`config.mk`:
```
export PLATFORM = sky130hd
export DESIGN_NAME = pwm_generator
export DESIGN_NICKNAME = d
export VERILOG_FILES = /design/src/rtl/pwm_generator.sv
export SDC_FILE = /design/constraint.sdc
export NUM_CORES = 1
export LEC_CHECK = 0
export CORE_UTILIZATION = 45
export DETAILED_ROUTE_END_ITERATION = 10
export DONT_BUFFER_PORTS = 1
export SLEW_MARGIN = 20
export SYNTH_ARGS = -nofsm -noshare
export SYNTH_HDL_FRONTEND = slang
export SYNTH_SLANG_ARGS = --single-unit
```
`constraint.sdc`:
```
create_clock -name i_clk -period 2.45 [get_ports i_clk]
set_input_delay 0.6125 -clock i_clk [delete_from_list [all_inputs] [get_ports i_clk]]
set_output_delay 0.6125 -clock i_clk [all_outputs]
set_load 0.02 [all_outputs]
```
`src/rtl/pwm_generator.sv`:
```
// pwm_generator
//   Shadow-registered PWM output stage. Top/compare updates from the
//   sequencer are captured into shadow registers and only become active
//   at a period boundary (count == active top) or while disabled, so the
//   duty cycle and period never change in the middle of a period.
//
// Ports
//   i_clk            system clock
//   i_rst_n          asynchronous active-low reset
//   i_enable         run enable (level)
//   i_top            new period top; period length = top + 1 cycles
//   i_top_valid      single-cycle strobe qualifying i_top
//   i_compare        new compare; output high while count < compare
//   i_compare_valid  single-cycle strobe qualifying i_compare
//   o_pwm            registered PWM output (lags o_count by one cycle)
//   o_period_start   high on the first cycle (count 0) of every RUN period
//   o_applied        one-cycle pulse after pending shadow values go active
//   o_count          current period counter

module pwm_generator #(
    parameter int unsigned TOP_W = 8,
    parameter int unsigned CMP_W = 9
) (
    input  logic             i_clk,
    input  logic             i_rst_n,
    input  logic             i_enable,
    input  logic [TOP_W-1:0] i_top,
    input  logic             i_top_valid,
    input  logic [CMP_W-1:0] i_compare,
    input  logic             i_compare_valid,
    output logic             o_pwm,
    output logic             o_period_start,
    output logic             o_applied,
    output logic [TOP_W-1:0] o_count
);

    typedef enum logic {
        S_DISABLED = 1'b0,
        S_RUN      = 1'b1
    } state_t;

    state_t           state_q, state_d;
    logic [TOP_W-1:0] count_q, count_d;
    logic [TOP_W-1:0] top_q, top_d;
    logic [CMP_W-1:0] cmp_q, cmp_d;
    logic [TOP_W-1:0] sh_top_q, sh_top_d;
    logic [CMP_W-1:0] sh_cmp_q, sh_cmp_d;
    logic             p_top_q, p_top_d;
    logic             p_cmp_q, p_cmp_d;
    logic             pwm_q, pwm_d;
    logic             applied_q, applied_d;

    logic boundary;
    logic apply_ok;

    always_ff @(posedge i_clk or negedge i_rst_n) begin
        if (!i_rst_n) begin
            state_q   <= S_DISABLED;
            count_q   <= '0;
            top_q     <= '1;
            cmp_q     <= '0;
            sh_top_q  <= '0;
            sh_cmp_q  <= '0;
            p_top_q   <= 1'b0;
            p_cmp_q   <= 1'b0;
            pwm_q     <= 1'b0;
            applied_q <= 1'b0;
        end else begin
            state_q   <= state_d;
            count_q   <= count_d;
            top_q     <= top_d;
            cmp_q     <= cmp_d;
            sh_top_q  <= sh_top_d;
            sh_cmp_q  <= sh_cmp_d;
            p_top_q   <= p_top_d;
            p_cmp_q   <= p_cmp_d;
            pwm_q     <= pwm_d;
            applied_q <= applied_d;
        end
    end

    always_comb begin
        state_d   = state_q;
        count_d   = count_q;
        top_d     = top_q;
        cmp_d     = cmp_q;
        sh_top_d  = sh_top_q;
        sh_cmp_d  = sh_cmp_q;
        p_top_d   = p_top_q;
        p_cmp_d   = p_cmp_q;
        pwm_d     = 1'b0;
        applied_d = 1'b0;

        boundary = (state_q == S_RUN) && (count_q == top_q);
        // Active registers may only change where the counter restarts at 0.
        apply_ok = boundary || (state_q == S_DISABLED);

        if (i_top_valid) begin
            sh_top_d = i_top;
        end
        if (i_compare_valid) begin
            sh_cmp_d = i_compare;
        end

        if (apply_ok) begin
            // Pending value first, then a same-cycle strobe overrides it
            // (bypass): the newest write always wins and no flag is left set.
            if (p_top_q) begin
                top_d = sh_top_q;
            end
            if (p_cmp_q) begin
                cmp_d = sh_cmp_q;
            end
            if (i_top_valid) begin
                top_d = i_top;
            end
            if (i_compare_valid) begin
                cmp_d = i_compare;
            end
            p_top_d   = 1'b0;
            p_cmp_d   = 1'b0;
            applied_d = p_top_q || p_cmp_q;
        end else begin
            if (i_top_valid) begin
                p_top_d = 1'b1;
            end
            if (i_compare_valid) begin
                p_cmp_d = 1'b1;
            end
        end

        case (state_q)
            S_DISABLED: begin
                count_d = '0;
                if (i_enable) begin
                    state_d = S_RUN;
                end
            end
            S_RUN: begin
                if (!i_enable) begin
                    state_d = S_DISABLED;
                    count_d = '0;
                end else begin
                    count_d = boundary ? '0 : count_q + TOP_W'(1);
                    pwm_d   = CMP_W'(count_q) < cmp_q;
                end
            end
            default: begin
                state_d = S_DISABLED;
                count_d = '0;
            end
        endcase
    end

    assign o_pwm          = pwm_q;
    assign o_applied      = applied_q;
    assign o_count        = count_q;
    assign o_period_start = (state_q == S_RUN) && (count_q == '0);

endmodule

```
# Word-level counts from Yosys, hierarchy flattened
# Cells that the tools add are included.
totals:
  in_bits: 22
  wordCells: 40
  output_inout_bits: 11
  regBits: 47
op_classes:
  n_reduce_logical: 11
  n_eq_ne: 1
  n_addsub: 1
  bitwise: 1
  muxes: 15
  order_cmp: 1
op_table:
  columns: ["op", "count"]
  rows:
  - ["2-to-1 mux 8 bit", 4]
  - ["2-to-1 mux 9 bit", 2]
  - ["one-hot mux 8 bit (2 select lines)", 1]
  - ["< comparator 8 x 9 -> 1 bit", 1]
  - ["adder 8 x 1 -> 8 bit, second input constant", 1]
  - ["equality test 8 bit", 1]
  - ["logical NOT 8 bit", 1]
  - ["2-to-1 mux 1 bit", 8]
  - ["nonzero test 2 bit", 4]
  - ["AND reduction 2 bit", 2]
  - ["logical AND 1 bit", 2]
  - ["logical OR 1 bit", 2]
  - ["NOT 1 bit", 1]

# Longest topological paths before layout
# Gate-level depths: netlist (run 1).
logic_depth:
  depth_word: 5
  depth_mapped: 7
  ltp_nobuf: 7

# Least setup slack after synthesis (run 1)
# OpenSTA, ideal clock, no wires.
synth_timing:
  path_kind: "register to output"
  startpoint: "register count_q[3] (netlist: o_count[3])"
  endpoint: "output port o_period_start"
  t_required_ps: 1837
  arrival_time_ps: 1102
  setup_slack_ps: 736
  stages_incl_launch_ff: 3
  n_path_buf: 0
  cell_sequence: "dfrtp_1 -> nor4b_1 -> and4b_2"
synth_via:
  elab_chain_len: 2
synth_rtl:
  columns: ["element", "line_no", "rtl"]
  rows:
  - ["start: declaration", "43", "logic [TOP_W-1:0] count_q, count_d;"]
  - ["start signal: assignment", "70", "count_q <= count_d;"]
  - ["logical NOT 8 bit", "158", "assign o_period_start = (state_q == S_RUN) && (count_q == '0);"]
  - ["logical AND 1 bit", "158", null]
  - ["end: declaration", "32", "output logic o_period_start,"]
# Every way passes these cells.

# Final worst setup path (run 1)
# Same ends and word-level chain as after synthesis.

==> results.yml, run 1 <==
critical_path:
  r2r_start: "o_count[4]"
  worst-path-max-fanout: 7
  cp.required_ns: 1.84
  critPathLaunch: "o_count[3]"
  critPathKind: "reg2out"
  critPathCaptureType: "primary output"
  cp-start-kind: "flip-flop"
  crit_arrival_ns: 1.58
  ff2ff_path_depth: 5
sta:
  slew_headroom: 0.580
  hold_viol_final: 0
  grt_setup_unrepaired: "false"
  slew_viol_final: 0
  timing.final.crit_period_ns: 2.19
  tightest_slew_ns: 0.627
  clock_skew_ns: 0.00621
  min_period_over_period: 0.893
  fin_tns_setup_ns: 0
  fmax_ghz: 0.457
  setup_violations: 0
synthesis:
  yosysWarnings: 0
  syn_nets: 186
  synth_edf_count: 0
  synth_cell_type_count: 29
  synth_top_area_share: 0.469
  yosys-top-cells-count: "dfrtp_1, mux2_2, nor2_1, inv_1, xnor2_1"
  ys_seq_elements: 47
  yosysTopAreaCell: "dfrtp_1"
  yosys.cell_count.top_type: "dfrtp_1"
  postSynthAreaPerCell_um2: 13.4
  async_reset_ff_frac: 1.00
  synth_area_um2: 2080
  synthTopCellsByArea: "dfrtp_1, mux2_2, dfstp_2"
  synth_cells: 155
  synth_ff_type: "dfrtp_1"
  yosysSeqAreaShare: 0.570
drt:
  vias_per_cell: 5.36
  ant_nets: 0
  drt-initial-drc-count: 25
  routed_wl_mm: 3.49
  route.detailed.drc: 0
  wl_per_cell_um: 16.0
  via_count: 1168
  firstDrtPassIters: 4
cells_and_area:
  diodes: 0
  nNetsFinal: 196
  drive_above_1_share: 0.325
  syn2layout_area_growth_pct: 8.72
power_and_ir_drop:
  p_int_mw: 1.22
  p_comb_frac: 0.136
  irDropWorstVdd_uv: 280
  clock_power_share: 0.272
  p_leak_nw: 0.983
  p_sw_mw: 0.379
  power_mw: 1.60
  seq_power_share: 0.592
  swShare: 0.237
  cellPowerDensity_nw_per_um2: 707
place:
  hpwl_mm: 2.47
  portBuffers: 0
  gp_congestion: 0.732
clocking:
  cts_tree: "built"
  cts-htree-levels: 2
  insertion_delay_ns: 0.29
  cts_buffer_depth: 2
  cts_root_buffer: "clkbuf_8"
  numCtsBuffers: 5
  cts_sinks: 47
  cts_resized: 0
  path_clk_slew_ns: 0.07
outcome:
  status: "completed"
floorplanning:
  die_h_um: 70
  coreArea_um2: 4410
  start_util: 0.471
  fp.dieW_um: 70
  io_pins: 33
  die_area_um2: 4900
  rows: 24
global_routing:
  grt_pass1_wl_mm: 6.21
  grt_overflow_total: 0
  antenna_found_initial: 0
  grt_use_total: 0.164
  grt_max_degree: 25
  grt_pass1_vias: 1253
min_path:
  hp-class: "in2async"
flow_run:
  max_cap_viol_count: 0
[critical path: stages, from the launching register on]
cell and delay (ns):
dfrtp_1 0.55, nor4b_1 0.37, and4b_2 0.36
[per-stage QoR]
stage / std cells / utilization / setup slack, ns / instance area [um^2] / hold WS [ns]
floorplan: 155 / - / 0.736 / 2080 / 0.317
global placement: 205 / 0.484 / 0.581 / 2140 / 0.318
detailed placement: 205 / 0.484 / 0.562 / 2140 / 0.318
CTS: 218 / 0.514 / 0.250 / 2270 / 0.147
global route: 218 / 0.512 / 0.151 / 2260 / 0.129
finish: 218 / 0.512 / 0.262 / 2260 / 0.157
[per-layer routing]
layer,GRT usage,routed length [um],vias to the layer above
li1,-,-,557
met1,0.227,1710,579
met2,0.240,1550,27
met3,0.0534,178,5
met4,0.0600,53,0
met5,0,0,-
[sequential cells by signal, summed over array words and instances (netlist names), 8 cells and up]
register  flops
cmp_q         9
sh_cmp_q      9
o_count       8
sh_top_q      8
top_q         8
[path summary, 6_finish.rpt]
check / slack [ns] / endpoint
max: 0.26 / o_period_start
max in group asynchronous: 1.49 / o_count[5]
min reg2reg: 0.50 / sh_top_q[7]
min in group i_clk: 0.34 / state_q
max reg2reg: 0.56 / cmp_q[7]
min: 0.16 / top_q[4]
[cell type report]
type / count / area, um^2
multi-input cells: 96 / 848
inverters: 10 / 37.5
flip-flops and latches: 47 / 1190
repair buffers: 5 / 45.0
clock buffers: 8 / 80.1
fillers: 404 / 2150
well taps: 52 / 65.1
[kinds of logic after synthesis]
| group | share of synthesized area |
|---|---|
| adder cells (fa/ha/maj) | 0.0541 |
| buffers and inverters | 0.0222 |
| AO/OA/AOI/OAI | 0.0421 |
| multiplexers | 0.186 |
| XOR/XNOR | 0.0589 |
| AND/OR/NAND/NOR | 0.0668 |
| flip-flops | 0.570 |
[cells in the final DEF, fill, tap and decap left out]
cell type	count
a211oi_1	1
a21oi_1	3
and3_1	1
and3_2	1
and4_1	1
and4b_2	1
buf_2	1
clkbuf_1	3
clkbuf_8	5
dfrtp_1	39
dfstp_2	8
dlygate4sd3_1	4
ha_1	9
inv_1	10
mux2_2	33
mux2_4	1
nand2_1	2
nand2b_1	1
nand3_1	3
nand4_1	2
nor2_1	13
nor4b_1	1
o211a_1	1
o211ai_1	1
o21a_1	1
o21ai_0	1
o21ai_2	3
o221ai_1	1
or2_2	1
xnor2_1	10
xor2_1	4
[power groups by stage]
stage / Clock (mW) / Sequential (mW) / Combinational [mW]
after floorplan: 0 / 0.945 / 0.180
after global placement: 0 / 0.962 / 0.195
after detailed placement: 0 / 0.963 / 0.203
after CTS: 0.450 / 0.948 / 0.223
after global routing: 0.486 / 0.961 / 0.247
final: 0.435 / 0.946 / 0.218
[timing repair]
action                                  in CTS  in global routing
endpoints found under the setup margin       0                  0
hold endpoints to repair                    24                  0
hold buffers                                 5                  0
buffers inserted                             0                  0
Note: power is estimated with default switching activity, not from simulation.
==> inputs of run 2 (changes only) <==
Settings changed: TNS_END_PERCENT set to 1.
==> results of run 2 <==
Final layout, timing and power as in run 1 (identical DEF).
==> inputs of run 3 (changes only) <==
Settings changed: SLEW_MARGIN 20 to unset.
Clock period 2.45 ns to 2.2 ns, I/O delays scaled along.
==> run 3 against run 2 <==
Net effect:
- global-route usage is essentially flat
- clock-buffer cell count is the same
- largest power group unchanged
- final area is essentially flat
==> results.yml, run 3 (same netlist as run 1, synthesis figures left out) <==
critical_path:
  critPathLaunch: "o_count[6]"
  crit_arrival_ns: 1.57
  critPathKind: "reg2out"
  cp.required_ns: 1.65
  reg2reg_to: "o_pwm"
  critPathCapture: "o_period_start"
  crit_slowest_cell: "dfrtp_1"
  worst-path-max-fanout: 6
  critPathCaptureType: "primary output"
  r2r_start: "o_count[6]"
  reg2reg_slack_ns: 0.33
  cp_slowest_stage_delay_ns: 0.54
  crit_chain: "nor4b_1, and4b_2"
  cp-start-kind: "flip-flop"
  ff2ff_path_depth: 6
global_routing:
  grt_pass1_wl_mm: 6.11
  grt_overflow_total: 0
  grt_max_degree: 40
  grt_use_total: 0.163
  grt_pass1_vias: 1232
  antenna_found_initial: 0
sta:
  slew_viol_final: 0
  grt_setup_unrepaired: "false"
  slew_headroom: 0.555
  timing.final.crit_period_ns: 2.12
  clock_skew_ns: 0.00499
  fmax_ghz: 0.472
  tightest_slew_ns: 0.665
  worst_slack_ns: 0.0812
  setup_violations: 0
  hold_viol_final: 0
  fin_tns_setup_ns: 0
  min_period_over_period: 0.963
cells_and_area:
  nNetsFinal: 195
  mostFrequentLayoutCells: "dfrtp_1, mux2_2, nor2_1"
  diodes: 0
  layout_commonest_cell: "dfrtp_1"
  reg_top3: "cmp_q (9), sh_cmp_q (9)"
  drive_above_1_share: 0.352
  syn2layout_area_growth_pct: 8.66
drt:
  firstDrtPassIters: 4
  routed_wl_mm: 3.55
  via_count: 1183
  wl_per_cell_um: 16.4
  vias_per_cell: 5.45
  route.detailed.drc: 0
  ant_nets: 0
  drt-initial-drc-count: 49
floorplanning:
  start_util: 0.471
  die_h_um: 70
  fp.dieW_um: 70
  coreArea_um2: 4410
  io_pins: 33
  die_area_um2: 4900
  rows: 24
clocking:
  cts_root_buffer: "clkbuf_8"
  numCtsBuffers: 5
  cts_sinks: 47
  cts_buffer_depth: 2
  cts_tree: "built"
  cts-htree-levels: 2
  path_clk_slew_ns: 0.08
  post-cts-setup-buffers: 0
  insertion_delay_ns: 0.30
place:
  gp_congestion: 0.796
  dp_slack_ns: 0.357
  hpwl_mm: 2.56
  portBuffers: 0
power_and_ir_drop:
  p_leak_nw: 0.987
  irDropWorstVdd_uv: 440
  cellPowerDensity_nw_per_um2: 792
min_path:
  hp-class: "in2async"
flow_run:
  max_cap_viol_count: 0
outcome:
  status: "completed"
## run 3: cell count changes in the layout (fill, tap and decap cells not counted)
cell           before  now
dlygate4sd3_1       4    0
buf_4               0    3
buf_12              0    1
buf_2               1    0
dfrtp_1            39   38
dfrtp_2             0    1
## run 3: worst min path at each step
| stage | slack (ns) | to | cells past startpoint | start |
|---|---|---|---|---|
| CTS | 0.08 | top_q[7] | 0 | i_rst_n |
| global route | 0.07 | top_q[3] | 0 | i_rst_n |
| floorplan | 0.25 | cmp_q[0] | 0 | i_rst_n |
| finish | 0.08 | o_applied | 1 | i_rst_n |
| detailed placement | 0.26 | sh_top_q[6] | 0 | i_rst_n |
| global placement | 0.26 | sh_top_q[4] | 0 | i_rst_n |
## run 3: critical path, delay by kind of cell (launching register included)
family / cells / cell delay, ns
DFF: 1 / 0.54
and+or+nand+nor: 2 / 0.73
## run 3: per-stage QoR
step | total power, mW | utilization | hold WS (ns) | instance area (um^2) | cells
after floorplan | 1.25 | - | 0.254 | 2080 | 155
after global placement | 1.29 | 0.489 | 0.256 | 2160 | 208
after detailed placement | 1.30 | 0.489 | 0.256 | 2160 | 208
after CTS | 1.82 | 0.512 | 0.0763 | 2260 | 217
after global routing | 1.89 | 0.512 | 0.0728 | 2260 | 217
final | 1.79 | 0.512 | 0.0818 | 2260 | 217
## run 3: repair_timing
action	4_1_cts	5_1_grt
resized for setup	0	1
hold buffers	1	0
endpoints found under the setup margin	0	1
hold endpoints to repair	39	0
## run 3: cell type report
cell class                      instances  area [um^2]
Multi-Input combinational cell         96          848
Inverter                               10         37.5
Clock buffer                            8         80.1
Sequential cell                        47         1190
Timing Repair Buffer                    4         42.5
Fill cell                             382         2150
Tap cell                               52         65.1
## run 3: routing by layer
layer / global-route usage / up-vias / routed length (um)
met5: 0 / - / 0
met2: 0.250 / 33 / 1710
met4: 0.0800 / 0 / 78
met1: 0.214 / 589 / 1590
met3: 0.0462 / 8 / 180
li1: - / 553 / -
## run 3: report_power, final
part	leakage [nW]	internal (mW)	switching (mW)
Combinational	0.387	0.140	0.104
Clock	0.0395	0.226	0.269
Sequential	0.560	0.991	0.0604
==> variant 1: new RTL, settings of run 1 <==
Add an input register stage for `i_enable`, `i_top`, `i_top_valid`, `i_compare` and `i_compare_valid`, cleared by the reset; this delays them by one clock. Comments in the files are not updated.
--- a/src/rtl/pwm_generator.sv
+++ b/src/rtl/pwm_generator.sv
@@ -39,4 +39,26 @@
         S_RUN      = 1'b1
     } state_t;
+
+    logic i_enable_q;
+    logic [TOP_W-1:0] i_top_q;
+    logic i_top_valid_q;
+    logic [CMP_W-1:0] i_compare_q;
+    logic i_compare_valid_q;
+
+    always_ff @(posedge i_clk or negedge i_rst_n) begin
+        if (!i_rst_n) begin
+            i_enable_q        <= '0;
+            i_top_q           <= '0;
+            i_top_valid_q     <= '0;
+            i_compare_q       <= '0;
+            i_compare_valid_q <= '0;
+        end else begin
+            i_enable_q        <= i_enable;
+            i_top_q           <= i_top;
+            i_top_valid_q     <= i_top_valid;
+            i_compare_q       <= i_compare;
+            i_compare_valid_q <= i_compare_valid;
+        end
+    end
 
     state_t           state_q, state_d;
@@ -96,9 +118,9 @@
         apply_ok = boundary || (state_q == S_DISABLED);
 
-        if (i_top_valid) begin
-            sh_top_d = i_top;
+        if (i_top_valid_q) begin
+            sh_top_d = i_top_q;
         end
-        if (i_compare_valid) begin
-            sh_cmp_d = i_compare;
+        if (i_compare_valid_q) begin
+            sh_cmp_d = i_compare_q;
         end
 
@@ -112,9 +134,9 @@
                 cmp_d = sh_cmp_q;
             end
-            if (i_top_valid) begin
-                top_d = i_top;
+            if (i_top_valid_q) begin
+                top_d = i_top_q;
             end
-            if (i_compare_valid) begin
-                cmp_d = i_compare;
+            if (i_compare_valid_q) begin
+                cmp_d = i_compare_q;
             end
             p_top_d   = 1'b0;
@@ -122,8 +144,8 @@
             applied_d = p_top_q || p_cmp_q;
         end else begin
-            if (i_top_valid) begin
+            if (i_top_valid_q) begin
                 p_top_d = 1'b1;
             end
-            if (i_compare_valid) begin
+            if (i_compare_valid_q) begin
                 p_cmp_d = 1'b1;
             end
@@ -133,10 +155,10 @@
             S_DISABLED: begin
                 count_d = '0;
-                if (i_enable) begin
+                if (i_enable_q) begin
                     state_d = S_RUN;
                 end
             end
             S_RUN: begin
-                if (!i_enable) begin
+                if (!i_enable_q) begin
                     state_d = S_DISABLED;
                     count_d = '0;
Formal check against the unedited RTL: not equivalent (Yosys sat finds a counterexample within 4 cycles, from zero or initial values and one cycle with i_rst_n low).
==> variant 1 against run 1 <==
Utilization increased by 0.97 points; sequential power grew 38%; wire length increased by 21%; design area increased by 27%; sequential cell count grew 20; cell count grew 20%; worst setup slack lost 0.035 ns; area after synthesis increased by 24%; total power is 51% higher; sequential share of layout area is 6.2 points higher; critical endpoint unchanged.
==> variant 1: results (changes against run 1) <==
stage,metric,value,unit,change
global_route,grt_pass1_wl,7090,um,+14%
cts,cts_buffers,9,,+4
synth,synth_fa_ha_area_share,4.37,%,-1.0 points
sta,holdWs,0.116,ns,-0.0415 ns
min_path,hold_class,input port to async pin,,
global_route,grtUsageTotal,16.3,%,-0.14 points
worst_setup_path,r2r_setup_slack,0.53,ns,-0.03 ns
cells_and_area,nFillCells,478,,+18%
pwr,p_int,1870,uW,+53%
synth,synth_cell_types,27,,-6.9%
place,dpl.cell_count,245,,+20%
synth,synth_nets,206,,+11%
global_route,grt_max_degree,60,,+140%
cells_and_area,final_layout_size_suffix_gt1_share,31.1,%,-1.5 points
synth,synth_compound_area_share,3.40,%,-0.81 points
worst_setup_path,cp_slowest_cell,dfrtp_1,,
route,wl_per_cell,16.2,um,+0.93%
cells_and_area,antenna_cells,0,,unchanged
synth,ys_top_cells_by_count,"dfrtp_1, mux2_2, nor2_1",,
sta,skew,0.00729,ns,+0.00108 ns
synth,ys_seq_area_share,65.4,%,+8.4 points
worst_setup_path,arrival,1.61,ns,+0.03 ns
synth,synth.avg_cell_area,14.7,sq um,+9.7%
synth,async_flop_share,100,%,unchanged
sta,tightest_slew,0.646,ns,+0.0192 ns
cts,clkLatencyLatePin,0.33,ns,+0.04 ns
pwr,irDropWorstVdd,440,uV,+57%
route,drt_pre_antenna_iters,4,,unchanged
global_route,grt_pass1_vias,1429,,+14%
cells_and_area,clockBufferCount,14,,+6
status,outcome,"complete, no violations",,
cts,clk_pin_slew,0.07,ns,about the same
cells_and_area,seq_cell_count,67,,+43%
cells_and_area,final-nonclk-buf-share,0.957,%,-1.0 points
cells_and_area,layout.cells.non_filler,262,,+20%
cells_and_area,ff_latch_area,0.00169,sq mm,+42%
synth,ys_warn_count,0,,unchanged
cts,root_buffer,clkbuf_8,,
cts,clockBufferDepth,2,,unchanged
synth,synth.area.mux_share,15.0,%,-3.6 points
cells_and_area,n_all_inverters,10,,unchanged
synth,ys_top_cells_by_area,"dfrtp_1, mux2_2, dfstp_2, ha_1, xnor2_1",,
route,drtIter0Drc,62,,+150%
place,gp_congestion,0.792,,+8.1%
cts,h-tree-depth,3,,+1
pwr,cellLeakagePower,0.00126,uW,+29%
route,vias_per_cell,5.19,,-3.0%
cells_and_area,multiInputGateArea,846,sq um,-0.30%
place,dp_hpwl,2750,um,+11%
cells_and_area,buffers,1,,-4
worst_setup_path,cpLargestDelayFamily,simple AND/OR/NAND/NOR gates,,
place,io_buffers,0,,unchanged
cells_and_area,reg_top3,"cmp_q x9, i_compare_q x9, sh_cmp_q x9",,
cells_and_area,nets,216,,+10%
worst_setup_path,max_stage_delay,0.55,ns,about the same
cells_and_area,clk_share,6.53,%,+3.0 points
synth,synth_xor_area_share,4.76,%,-1.1 points
## variant 1: metal layers
layer | vias up | GRT usage, % | share of wire [%]
met4 | 0 | 7.92 | 1.8
li1 | 617 | - | -
met3 | 7 | 8.00 | 5.9
met2 | 31 | 24.6 | 49
met5 | - | 0 | 0
met1 | 706 | 19.2 | 43
## variant 1: through the flow
| stage | utilization (%) | setup WS (ns) | area, sq um |
|---|---|---|---|
| 2_1_floorplan | - | 0.720 | 2580 |
| 3_3_place_gp | 48.3 | 0.548 | 2660 |
| 4_1_cts | 52.2 | 0.201 | 2880 |
| 5_1_grt | 52.2 | 0.0854 | 2880 |
| 3_5_place_dp | 48.3 | 0.511 | 2660 |
| 6_report | 52.2 | 0.228 | 2880 |
## variant 1: power by group through the flow
stage | sequential (uW) | clock (uW) | combinational [uW]
after floorplan | 1300 | 0 | 182
after global placement | 1330 | 0 | 202
after detailed placement | 1330 | 0 | 208
after CTS | 1310 | 910 | 232
after global routing | 1330 | 950 | 258
final | 1310 | 874 | 226
## variant 1: logic make-up (layout without fill, tap and decap cells)
group / after synthesis / count (layout)
mux: 34 / 34
xor+xnor: 14 / 14
flops: 67 / 67
compound gates: 12 / 12
simple gates: 27 / 27
fa+ha+maj: 9 / 9
buf+inv: 12 / 27
## variant 1: repair_timing
| item | in CTS | in global routing |
|---|---|---|
| resized for setup | 0 | 0 |
| hold buffers | 1 | 0 |
| endpoints found under the hold margin | 59 | 0 |
## variant 1: final timing paths
path | from | to
setup / recovery | o_count[3] | o_period_start
hold / removal | i_rst_n | top_q[0]
setup reg to reg | o_count[2] | cmp_q[4]
hold reg to reg | i_enable_q | state_q
max in group asynchronous | i_rst_n | i_top_q[4]
min in group i_clk | i_compare[8] | i_compare_q[8]
==> variant 2: new RTL, config.mk and constraints of run 1 <==
Made on the original files. `TOP_W`: 8 -> 10.
--- a/src/rtl/pwm_generator.sv
+++ b/src/rtl/pwm_generator.sv
@@ -19,5 +19,5 @@
 
 module pwm_generator #(
-    parameter int unsigned TOP_W = 8,
+    parameter int unsigned TOP_W = 10,
     parameter int unsigned CMP_W = 9
 ) (
Interface: changed (resized i_top and o_count); port bits go from 33 to 37. No check against the original RTL was run, so the function may have changed too.
==> variant 2 against run 1 <==
Area after synthesis up 58%; first-iteration DRC count rose to 8.1 times the old value; sequential share of layout area shrank 13 points; synthesized cell count increased by 120%; sequential power up 35%; design area up 51%; total power grew 100%; non-clock buffer count rose by 8; global-route usage increased by 4.9 points; utilization shrank 1.9 points; worst setup slack got worse by 0.086 ns; critical endpoint unchanged; via count up 110%; highest routed layer unchanged; wire length is 120% higher; sequential cell count is 6 higher.
==> variant 2: results (changes against run 1) <==
stage,metric,value,unit,change
status,outcome,"complete, no violations",,
worst_setup_path,crit_start,o_count[1],,
cts,post_cts_resized,0,,unchanged
worst_setup_path,r2r_start,o_count[0],,
place,gp_congestion,0.770,,+5.1%
route,wl_met2,3700,um,+140%
place,dpl.cell_count,424,,+110%
global_route,use_met3,3.70,%,-1.6 points
pwr,p_int,1860,uW,+53%
synth,ys_top_cells_by_area,"dfrtp_1, dfstp_2, nand2_1, mux2i_1, o221ai_1",,
pwr,power.density,950,mW/mm^2,+34%
global_route,grtUsageTotal,21.3,%,+4.9 points
cts,clockBufferDepth,2,,unchanged
pwr,swShare,42.7,%,+19 points
synth,synthCells,342,,+120%
synth,synth_nets,376,,+100%
pwr,seq_cell_power,1280,uW,+35%
global_route,grt_pass1_wl,12500,um,+100%
route,vias_per_cell,5.62,,+5.0%
global_route,grt_pass1_vias,2316,,+85%
place,post-place-ws,0.499,ns,-0.0634 ns
place,dp_hpwl,5040,um,+100%
route,route.met3.wl,314,um,+76%
cells_and_area,final_layout_size_suffix_gt1_share,19.9,%,-13 points
worst_setup_path,r2r_setup_slack,0.62,ns,+0.06 ns
global_route,met2_usage,35.7,%,+12 points
cells_and_area,nFillCells,662,,+64%
synth,ys_seq_area_share,40.7,%,-16 points
cts,clkLatencyLatePin,0.31,ns,+0.02 ns
global_route,grtUsageMet1,28.5,%,+5.8 points
cells_and_area,nets,370,,+89%
pwr,irDropWorstVdd,493,uV,+76%
sta,tightest_slew,0.660,ns,+0.0330 ns
worst_setup_path,arrival,1.66,ns,+0.08 ns
route,m1WireLength,3460,um,+100%
cells_and_area,layout.cells.non_filler,433,,+99%
route,drtIter0Drc,203,,+710%
cts,clk_pin_slew,0.11,ns,+0.04 ns
worst_setup_path,reg2reg_to,o_count[6],,
sta,holdWs,0.121,ns,-0.0363 ns
place,placed_area,0.00330,sq mm,+55%
variant 2: cell types whose count changed in the layout (fill, tap and decap cells not counted), moves of 11 or more:
cell,delta
buf_4,+12
inv_1,+22
mux2_2,-33
mux2i_1,+19
nand2_1,+49
nand2b_1,+11
nor4_1,+21
o221ai_1,+19
variant 2: final cells by class:
| class | count | share of cell area (%) |
|---|---|---|
| Timing Repair Buffer | 13 | 3.43 |
| Inverter | 32 | 3.51 |
| Clock buffer | 5 | 2.01 |
| Multi-Input combinational cell | 231 | 47.7 |
| Sequential cell | 53 | 39.1 |
| Clock inverter | 3 | 0.731 |
| Tap cell | 96 | 3.51 |
variant 2: cell families (layout without fill, tap and decap cells):
logic type | count (synthesis) | after routing | share of synthesized area (%)
compound gates | 50 | 50 | 12.2
buf+inv | 58 | 53 | 9.66
xor+xnor | 18 | 18 | 5.36
simple gates | 134 | 134 | 22.5
mux | 19 | 19 | 5.78
fa+ha+maj | 10 | 10 | 3.80
flops | 53 | 53 | 40.7
